File: src/rtl/fetch_unit_pkg.sv
// Shared fetch-stage definitions: widths, reset constants and the PC source selector.
// Also used by instrmem and the decoder so every stage agrees on word and address sizes.
package fetch_unit_pkg;

    localparam int ADDR_WIDTH  = 12;
    localparam int INSTR_WIDTH = 16;

    typedef logic [ADDR_WIDTH-1:0]  addr_t;
    typedef logic [INSTR_WIDTH-1:0] instr_t;

    localparam addr_t  RESET_PC  = 12'h000;
    localparam instr_t NOP_INSTR = 16'h0000;

    typedef enum logic [1:0] {
        PC_SEQ,
        PC_LOOP,
        PC_BRANCH,
        PC_HOLD
    } pc_sel_e;

    // Program memory is a ring: 12'hFFF rolls over to 12'h000.
    function automatic addr_t pc_inc(input addr_t pc);
        return pc + addr_t'(1);
    endfunction

endpackage

File: src/rtl/fetch_unit_if.sv
// Instruction-memory bus between the fetch stage (master) and instrmem (slave).
// The read is combinational: imem_instr belongs to imem_addr in the same cycle.
interface fetch_unit_if;
    import fetch_unit_pkg::*;

    addr_t  imem_addr;
    instr_t imem_instr;

    modport master (output imem_addr, input imem_instr);
    modport slave  (input imem_addr, output imem_instr);

endinterface

File: src/rtl/fetch_unit_loop_ctrl.sv
// Single-level zero-overhead loop controller: holds the loop bounds and iteration
// count and tells the PC mux when the current fetch must jump back to the loop start.
module fetch_unit_loop_ctrl
    import fetch_unit_pkg::*;
(
    input  logic  clk,
    input  logic  reset,
    input  addr_t pc,
    input  logic  advance,
    input  logic  loop_start,
    input  addr_t loop_begin,
    input  addr_t loop_end,
    input  addr_t loop_count,
    output logic  loop_active,
    output logic  take_loop,
    output addr_t loop_target
);

    addr_t begin_q;
    addr_t end_q;
    addr_t count_q;
    logic  active_q;
    logic  at_end;

    assign at_end      = active_q && (pc == end_q);
    assign take_loop   = at_end && (count_q > addr_t'(1));
    assign loop_target = begin_q;
    assign loop_active = active_q;

    // The old loop decision is applied first so a same-cycle re-arm overwrites it.
    always_ff @(posedge clk) begin
        if (reset) begin
            begin_q  <= '0;
            end_q    <= '0;
            count_q  <= '0;
            active_q <= 1'b0;
        end else begin
            if (advance && at_end) begin
                if (take_loop) begin
                    count_q <= count_q - addr_t'(1);
                end else begin
                    count_q  <= '0;
                    active_q <= 1'b0;
                end
            end
            if (loop_start && (loop_count != '0)) begin
                begin_q  <= loop_begin;
                end_q    <= loop_end;
                count_q  <= loop_count;
                active_q <= 1'b1;
            end
        end
    end

endmodule

File: src/rtl/fetch_unit.sv
// Instruction-fetch stage: owns the PC, drives instrmem and registers the fetched
// word into the IF/ID register, with stall, branch flush and hardware-loop support.
module fetch_unit
    import fetch_unit_pkg::*;
(
    input  logic   clk,
    input  logic   reset,
    input  logic   stall,
    input  logic   branch_en,
    input  addr_t  branch_target,
    input  logic   loop_start,
    input  addr_t  loop_begin,
    input  addr_t  loop_end,
    input  addr_t  loop_count,
    fetch_unit_if.master imem,
    output instr_t if_instr,
    output addr_t  if_pc,
    output logic   if_valid,
    output logic   loop_active
);

    addr_t   pc_q;
    addr_t   pc_next;
    addr_t   loop_target;
    pc_sel_e pc_sel;
    logic    take_loop;
    logic    advance;

    assign imem.imem_addr = pc_q;

    fetch_unit_loop_ctrl u_loop_ctrl (
        .clk         (clk),
        .reset       (reset),
        .pc          (pc_q),
        .advance     (advance),
        .loop_start  (loop_start),
        .loop_begin  (loop_begin),
        .loop_end    (loop_end),
        .loop_count  (loop_count),
        .loop_active (loop_active),
        .take_loop   (take_loop),
        .loop_target (loop_target)
    );

    // A branch wins even over stall so a redirect is never lost behind a hazard.
    always_comb begin
        pc_sel = PC_SEQ;
        if (branch_en) begin
            pc_sel = PC_BRANCH;
        end else if (stall) begin
            pc_sel = PC_HOLD;
        end else if (take_loop) begin
            pc_sel = PC_LOOP;
        end
    end

    assign advance = (pc_sel == PC_SEQ) || (pc_sel == PC_LOOP);

    always_comb begin
        pc_next = pc_inc(pc_q);
        case (pc_sel)
            PC_BRANCH: pc_next = branch_target;
            PC_HOLD:   pc_next = pc_q;
            PC_LOOP:   pc_next = loop_target;
            default:   pc_next = pc_inc(pc_q);
        endcase
    end

    always_ff @(posedge clk) begin
        if (reset) begin
            pc_q     <= RESET_PC;
            if_instr <= NOP_INSTR;
            if_pc    <= '0;
            if_valid <= 1'b0;
        end else begin
            pc_q <= pc_next;
            if (pc_sel == PC_BRANCH) begin
                if_instr <= NOP_INSTR;
                if_valid <= 1'b0;
            end else if (advance) begin
                if_instr <= imem.imem_instr;
                if_pc    <= pc_q;
                if_valid <= 1'b1;
            end
        end
    end

endmodule

File: src/flat_wrapper.sv
// flat-port wrapper written by rule: the top's interface ports become plain ports
module fetch_unit_flat import fetch_unit_pkg::*;
  (clk, reset, stall, branch_en, branch_target, loop_start, loop_begin, loop_end, loop_count, if_instr, if_pc, if_valid, loop_active, imem_imem_addr, imem_imem_instr);
  fetch_unit_if imem_i ();
  input  logic clk;
  input  logic reset;
  input  logic stall;
  input  logic branch_en;
  input  addr_t branch_target;
  input  logic loop_start;
  input  addr_t loop_begin;
  input  addr_t loop_end;
  input  addr_t loop_count;
  output instr_t if_instr;
  output addr_t if_pc;
  output logic if_valid;
  output logic loop_active;
  output wire logic [$bits(imem_i.imem_addr)-1:0] imem_imem_addr;
  input wire logic [$bits(imem_i.imem_instr)-1:0] imem_imem_instr;
  assign imem_imem_addr = imem_i.imem_addr;
  assign imem_i.imem_instr = imem_imem_instr;
  fetch_unit u_core (.clk(clk), .reset(reset), .stall(stall), .branch_en(branch_en), .branch_target(branch_target), .loop_start(loop_start), .loop_begin(loop_begin), .loop_end(loop_end), .loop_count(loop_count), .imem(imem_i), .if_instr(if_instr), .if_pc(if_pc), .if_valid(if_valid), .loop_active(loop_active));
endmodule
File: config.mk
export PLATFORM = sky130hd
export DESIGN_NAME = fetch_unit_flat
export DESIGN_NICKNAME = d
export VERILOG_FILES = /design/src/rtl/fetch_unit_pkg.sv /design/src/rtl/fetch_unit_if.sv /design/src/rtl/fetch_unit_loop_ctrl.sv /design/src/rtl/fetch_unit.sv /design/src/flat_wrapper.sv
export SDC_FILE = /design/constraint.sdc
export NUM_CORES = 1
export LEC_CHECK = 0
export ABC_AREA = 0
export BUFFER_PORTS_ARGS = -buffer_cell sky130_fd_sc_hd__buf_2
export CORE_MARGIN = 1.5
export CORE_UTILIZATION = 47
export DETAILED_ROUTE_END_ITERATION = 8
export HOLD_SLACK_MARGIN = 0.08
export PLACE_DENSITY_LB_ADDON = 0.2
export SLEW_MARGIN = 15
export SYNTH_ARGS = -nofsm -noshare
export SYNTH_HDL_FRONTEND = slang
export SYNTH_SLANG_ARGS = --single-unit
File: constraint.sdc
create_clock -name clk -period 7.6 [get_ports clk]
set_clock_uncertainty 0.05 [all_clocks]
set_input_delay 1.14 -clock clk [delete_from_list [all_inputs] [get_ports clk]]
set_output_delay 1.14 -clock clk [all_outputs]
set_load 0.02 [all_outputs]
# [Word level (Yosys, flattened, before mapping)]
# Index checks and enable logic that the tools add are counted.
[totals] ff_bits=78 latchBits=0 ramBits=0 rom_bits=0 input_bits=69 out_inout_bits=42 n_memories=0
[classes] add_sub_neg=2 mul=0 div_mod_pow=0 n_lt_le_gt_ge=1 n_eq_ne=5 shifts=0 mux=10 bitwise_logic=1 reduce_logical=11
[op_table] operator="2-to-1 mux 12 bit" count=3
[op_table] operator="case mux 12 bit (3 select lines)" count=1
[op_table] operator="adder 12 x 1 -> 12 bit (second input constant)" count=1
[op_table] operator="== test 12 bit" count=1
[op_table] operator="greater-than comparator 12 x 1 -> 1 bit (second input constant)" count=1
[op_table] operator="nonzero test 12 bit" count=1
[op_table] operator="subtractor 12 x 1 -> 12 bit (second input constant)" count=1
[op_table] operator="== test 2 bit (second input constant)" count=2
[op_table] operator="logical AND 1 bit" count=4
[op_table] operator="2-to-1 mux 1 bit" count=4
[op_table] operator="2-to-1 mux 2 bit" count=2
[op_table] operator="AND reduction 2 bit" count=2
[op_table] operator="== test 2 x 1 -> 1 bit (second input constant)" count=1
[op_table] operator="zero test 2 bit" count=1
[op_table] operator="!= test 2 bit (second input constant)" count=1
[op_table] operator="nonzero test 2 bit" count=1
[op_table] operator="OR reduction 2 bit" count=1
[op_table] operator="logical OR 1 bit" count=1
[op_table] operator="NOT 1 bit" count=1

# [Longest topological paths before layout]
[depth] ltp_word=11 mapped_depth=13 depth_no_buf=12

# [Modules after synthesis]
# A second synthesis with hierarchy kept.
[hier_totals] cells_unflattened=473 area_unflattened_um2=3764.9
[modules_own_cells] mod="fetch_unit_loop_ctrl" instances=1 cells_each=234 area_each_um2=1888.1 seq_area_each_um2=740.7
[modules_own_cells] mod="fetch_unit" instances=1 cells_each=239 area_each_um2=1876.8 seq_area_each_um2=820.8

# [Worst setup path before layout]
# Ideal clock, no wire load.
[synth_timing] path_kind="in2reg" start="in stall" end="reg u_core.pc_q[2] (netlist: u_core.imem.imem_addr[2])" setup_time_ns=0.128 arrival_time_ns=2.868 path_slack_ns=4.554 stages=9 path_cell_list="or2_1 clkbuf_1 clkbuf_1 ha_1 clkbuf_1 clkbuf_1 o22ai_1 a22oi_1 nor2_1"
[synth_via] elab_chain_cells=4
[synth_lines] element="from (decl)" line_no="flat_wrapper.sv:7" rtl="input logic stall;"
[synth_lines] element="2-to-1 mux 2 bit *" line_no="fetch_unit.sv:50" rtl="end else if (stall) begin"
[synth_lines] element="2-to-1 mux 2 bit *" line_no="fetch_unit.sv:48" rtl="if (branch_en) begin"
[synth_lines] element="== test 2 x 1 -> 1 bit or == test 2 bit (tied branches)" line_no="fetch_unit.sv:61" rtl="case (pc_sel)"
[synth_lines] element="case mux 12 bit (3 select lines)" line_no="fetch_unit.sv:61"
[synth_lines] element="to (signal assigned)" line_no="fetch_unit.sv:76" rtl="pc_q <= pc_next;"
[synth_lines] element="to (decl)" line_no="fetch_unit.sv:22" rtl="addr_t pc_q;"
# Every way passes the cells marked *; elsewhere a longest branch is shown, timed or not.
# A chain may end at the register's enable or synchronous reset.

# [Final worst setup path]
[layout_timing] start="reg u_core.pc_q[2] (netlist: u_core.imem.imem_addr[2])" end="reg u_core.pc_q[4] (netlist: u_core.imem.imem_addr[4])"
[layout_via] elab_chain_cells=8
[layout_lines] element="== test 12 bit" line_no="fetch_unit_loop_ctrl.sv:25" rtl="assign at_end = active_q && (pc == end_q);"
[layout_lines] element="logical AND 1 bit" line_no="fetch_unit_loop_ctrl.sv:25"
[layout_lines] element="logical AND 1 bit" line_no="fetch_unit_loop_ctrl.sv:26" rtl="assign take_loop = at_end && (count_q > addr_t'(1));"
[layout_lines] element="2-to-1 mux 1 bit" line_no="fetch_unit.sv:52" rtl="end else if (take_loop) begin"
[layout_lines] element="2-to-1 mux 2 bit" line_no="fetch_unit.sv:50"
[layout_lines] element="2-to-1 mux 2 bit" line_no="fetch_unit.sv:48"
[layout_lines] element="== test 2 x 1 -> 1 bit or == test 2 bit (tied branches)" line_no="fetch_unit.sv:61"
[layout_lines] element="case mux 12 bit (3 select lines)" line_no="fetch_unit.sv:61"
# Parallel ways exist; a longest one is shown, timed or not.

==> out/results.txt <==
Netlist area before placement = 0.00369 sq mm
Origin of the worst min-delay path = u_core.if_instr[0]
Count of standard-cell rows = 32
Depth of the worst register-to-register path = 11
Part of the Yosys area used for sequential elements = 42.3%
Final max-slew violation count = 0
Routability-driven placement congestion ratio = 0.869
Largest net degree at the start of global routing = 63
Power dissipated by switching net loads = 0.280 mW
Clock sink count = 78
CTS root buf = sky130_fd_sc_hd__clkbuf_8
Layout cell share with drive strength beyond 1 = 24.8%
Critical Path Slowest Stage Cell = sky130_fd_sc_hd__ha_1
Cell family with most CP delay = simple AND/OR/NAND/NOR gates
Number of antenna diodes = 0
CTS tree = done
Mean number of vias per cell = 5.52
Hold Path Sink = u_core.if_instr[0]
Wire length of the first global-routing pass = 16200 um
Post-CTS setup-driven buffer insertion count = 0
Core area = 0.00765 sq mm
Level count of the clock H-tree = 3
Worst reg2reg path startpoint = u_core.imem.imem_addr[2]
Number of placed I/O pins = 111
Startpoint-to-endpoint class of the critical path = reg2reg
Number of hold violations in the final report = 0
Area delta synth->final = 20.2%
Arrival time at the worst endpoint = 3.80 ns
Worst path bufs/invs = 2
Post-route core utilization = 58.0%
Wire length per cell = 14.7 um
Setup slack of the most critical reg-to-reg path = 4.03 ns
# setup viols final = 0
WL final = 9950 um
Mapped Cells = 481
Stage delay of the slowest cell on the critical path = 0.79 ns
Area used by multi-input combinational logic = 0.00194 sq mm
Measured slew at the worst slew-check pin = 1.01 ns
Setup repair after global routing missed its margin = false
Largest fanout on the critical path = 26
Number of warnings reported in the yosys synthesis log = 0
Resized Gates After CTS = 0
Antenna violations before repair = 0
Leakage = 1.82 nW
Die outline height = 91.6 um
Number of flip-flops and latches in the synthesized netlist = 78
Filler Cells Inserted = 734
Switching share of total power = 31.0%
Full die area = 0.00839 sq mm
HP Class = reg2reg
Pwr Density = 203 mW/mm^2
FF/Latch Area = 0.00156 sq mm
Post-synthesis net count = 555
Worst-skew pair later-pin latency = 0.35 ns
Cells along the critical path = inv_2 -> a222oi_1 -> and4_1 -> a31oi_1 -> or2_2 -> ha_1 -> inv_2 -> or3_1 -> o21ai_0 -> a22oi_1 -> nor2_1
Final routed DRC violation total = 0
Number of global-route vias before repair = 3394
Worst slew margin relative to its limit = 32.5%
Critical R2R Capture = u_core.imem.imem_addr[4]
Power Internal = 0.621 mW
Portion of total power attributed to combinational logic = 17.4%
IR drop worst, VDD = 0.108 mV
Run status = completed
Antenna Nets Post-Route = 0
DR pass1 iterations = 7
TNS Setup = 0 ns
Global-route usage over all layers = 24.1%
Max-Cap Viols = 0
Distinct cell type count after synthesis = 52
Min Clock Period, post-route = 3.57 ns
Number of buffers inserted by port buffering = 110
Highest achievable clock rate = 280 MHz
Horiz. Die Dim = 91.6 um
Via count = 3741
Required time worst endpoint = 7.83 ns
Post-synth EDFFs = 0
Most frequent standard cell in the layout excluding fill and tap cells = sky130_fd_sc_hd__nand2_1
Final HPWL from detailed placement = 6870 um
Worst setup path startpoint = u_core.imem.imem_addr[2]
Sequential group share of total power = 50.7%
Syn Area/Cell = 7.67 sq um
Type of destination of the critical path = flop
Total CTS buffers = 9
1st-iter DRT viols = 253
Clock Tree Buf Depth = 2
Residual overflow from global routing = 0
Commonest register cell after synthesis = sky130_fd_sc_hd__dfxtp_1
Hold-critical path depth = 2
Most Frequent Cell on Critical Path = sky130_fd_sc_hd__inv_2
FFs w/ async S/R, synth = 0%
Initial Util = 48.2%
Clock-pin slew on the worst setup and hold paths = 0.09 ns
Share of the cycle needed by the critical path after routing = 47.0%
Top library cells by usage in the layout, fill and taps aside = 128 x sky130_fd_sc_hd__nand2_1, 110 x sky130_fd_sc_hd__buf_2, 78 x sky130_fd_sc_hd__dfxtp_1
Kind of launch point of the worst setup path = flop
Proportion of power drawn by the clock network = 31.9%
Hold-fix buffer count after cts = 0
Nets = 645
[per-layer routing]
metal,vias up,global-route usage (%),wire length (um)
li1,1868,-,-
met1,1715,33.3,4690
met2,139,37.0,4360
met3,19,3.94,695
met4,0,10.4,203
met5,-,0,0
[sequential cells by signal, indices dropped and copies added, names as in the netlist]
name	cells
u_core.if_valid	1
u_core.u_loop_ctrl.loop_active	1
u_core.u_loop_ctrl.count_q	12
u_core.imem.imem_addr	12
u_core.if_pc	12
u_core.u_loop_ctrl.end_q	12
u_core.u_loop_ctrl.loop_target	12
u_core.if_instr	16
[stage by stage]
step                      hold slack, ns  setup WS (ns)  std cells  instance area, sq um  total power [mW]
after floorplan                    0.386           4.55        481                  3690             0.567
after global placement             0.388           3.83        662                  4250             0.618
after detailed placement           0.395           3.76        662                  4250             0.621
after CTS                          0.405           4.07        678                  4430             0.904
after global routing               0.427           3.79        678                  4430             0.943
final                              0.402           4.03        678                  4430             0.901
[power groups by stage]
stage	clock [mW]	combinational (mW)	sequential, mW
floorplan	0	0.100	0.467
global placement	0	0.153	0.465
detailed placement	0	0.155	0.465
CTS	0.292	0.156	0.456
global route	0.310	0.175	0.459
finish	0.287	0.157	0.457
[Yosys cell counts (2+ instances only)]
master                     number  area [sq um]
sky130_fd_sc_hd__nand2_1      128           480
sky130_fd_sc_hd__dfxtp_1       78          1560
sky130_fd_sc_hd__a21oi_1       69           345
sky130_fd_sc_hd__clkbuf_1      30           113
sky130_fd_sc_hd__nor2_1        18          67.6
sky130_fd_sc_hd__nand3_1       14          70.1
sky130_fd_sc_hd__o21ai_0       14          70.1
sky130_fd_sc_hd__inv_1         11          41.3
sky130_fd_sc_hd__a221oi_1       8          70.1
sky130_fd_sc_hd__o211ai_1       8          60.1
sky130_fd_sc_hd__nor4_1         7          43.8
sky130_fd_sc_hd__xnor2_1        7          61.3
sky130_fd_sc_hd__a22oi_1        6          45.0
sky130_fd_sc_hd__a31oi_1        6          37.5
sky130_fd_sc_hd__nor3_1         6          30.0
sky130_fd_sc_hd__o22ai_1        6          37.5
sky130_fd_sc_hd__or3_1          6          37.5
sky130_fd_sc_hd__ha_1           5          62.6
sky130_fd_sc_hd__or2_2          4          25.0
sky130_fd_sc_hd__a41oi_1        3          26.3
sky130_fd_sc_hd__nand2b_1       3          18.8
sky130_fd_sc_hd__o31ai_1        3          22.5
sky130_fd_sc_hd__or4_1          3          22.5
sky130_fd_sc_hd__and4_1         2          17.5
sky130_fd_sc_hd__buf_6          2          22.5
sky130_fd_sc_hd__inv_2          2          7.51
sky130_fd_sc_hd__nand4_1        2          12.5
sky130_fd_sc_hd__nand4_2        2          25.0
sky130_fd_sc_hd__nor2b_1        2          12.5
sky130_fd_sc_hd__or2_0          2          12.5
sky130_fd_sc_hd__or2_1          2          12.5
sky130_fd_sc_hd__xnor2_2        2          32.5
[tightest hold or removal path, cell delays in order (launching register included)]
cell and delay, ns:
sky130_fd_sc_hd__dfxtp_1 0.31, sky130_fd_sc_hd__nand2_1 0.05, sky130_fd_sc_hd__a21oi_1 0.05
[how the worst max path moves through the flow]
stage | cells past startpoint | slack, ns | end
after global placement | 10 | 3.83 | u_core.imem.imem_addr[11]
after global routing | 11 | 3.79 | u_core.imem.imem_addr[4]
after floorplan | 9 | 4.55 | u_core.imem.imem_addr[2]
after CTS | 11 | 4.07 | u_core.imem.imem_addr[4]
final | 11 | 4.03 | u_core.imem.imem_addr[4]
after detailed placement | 10 | 3.76 | u_core.imem.imem_addr[11]
[cell type report]
cell class | count | area share, %
clock buffers | 10 | 3.11
clock inverters | 6 | 1.04
multi-input cells | 356 | 43.7
inverters | 13 | 1.10
repair buffers | 113 | 12.9
flip-flops and latches | 78 | 35.2
well taps | 102 | 2.88
[cells by family (layout without fill, tap and decap cells)]
kind of cell / count (synthesis) / in the layout / synth area share, %
muxes: 1 / 1 / 0.271
and+or+nand+nor: 206 / 206 / 25.4
buffers and inverters: 47 / 142 / 5.29
AOI/OAI and AO/OA: 135 / 135 / 22.4
adders and majority gates: 5 / 5 / 1.70
xor gates and xnor gates: 9 / 9 / 2.54
DFF: 78 / 78 / 42.3
Note: power is estimated with default switching activity, not from simulation.
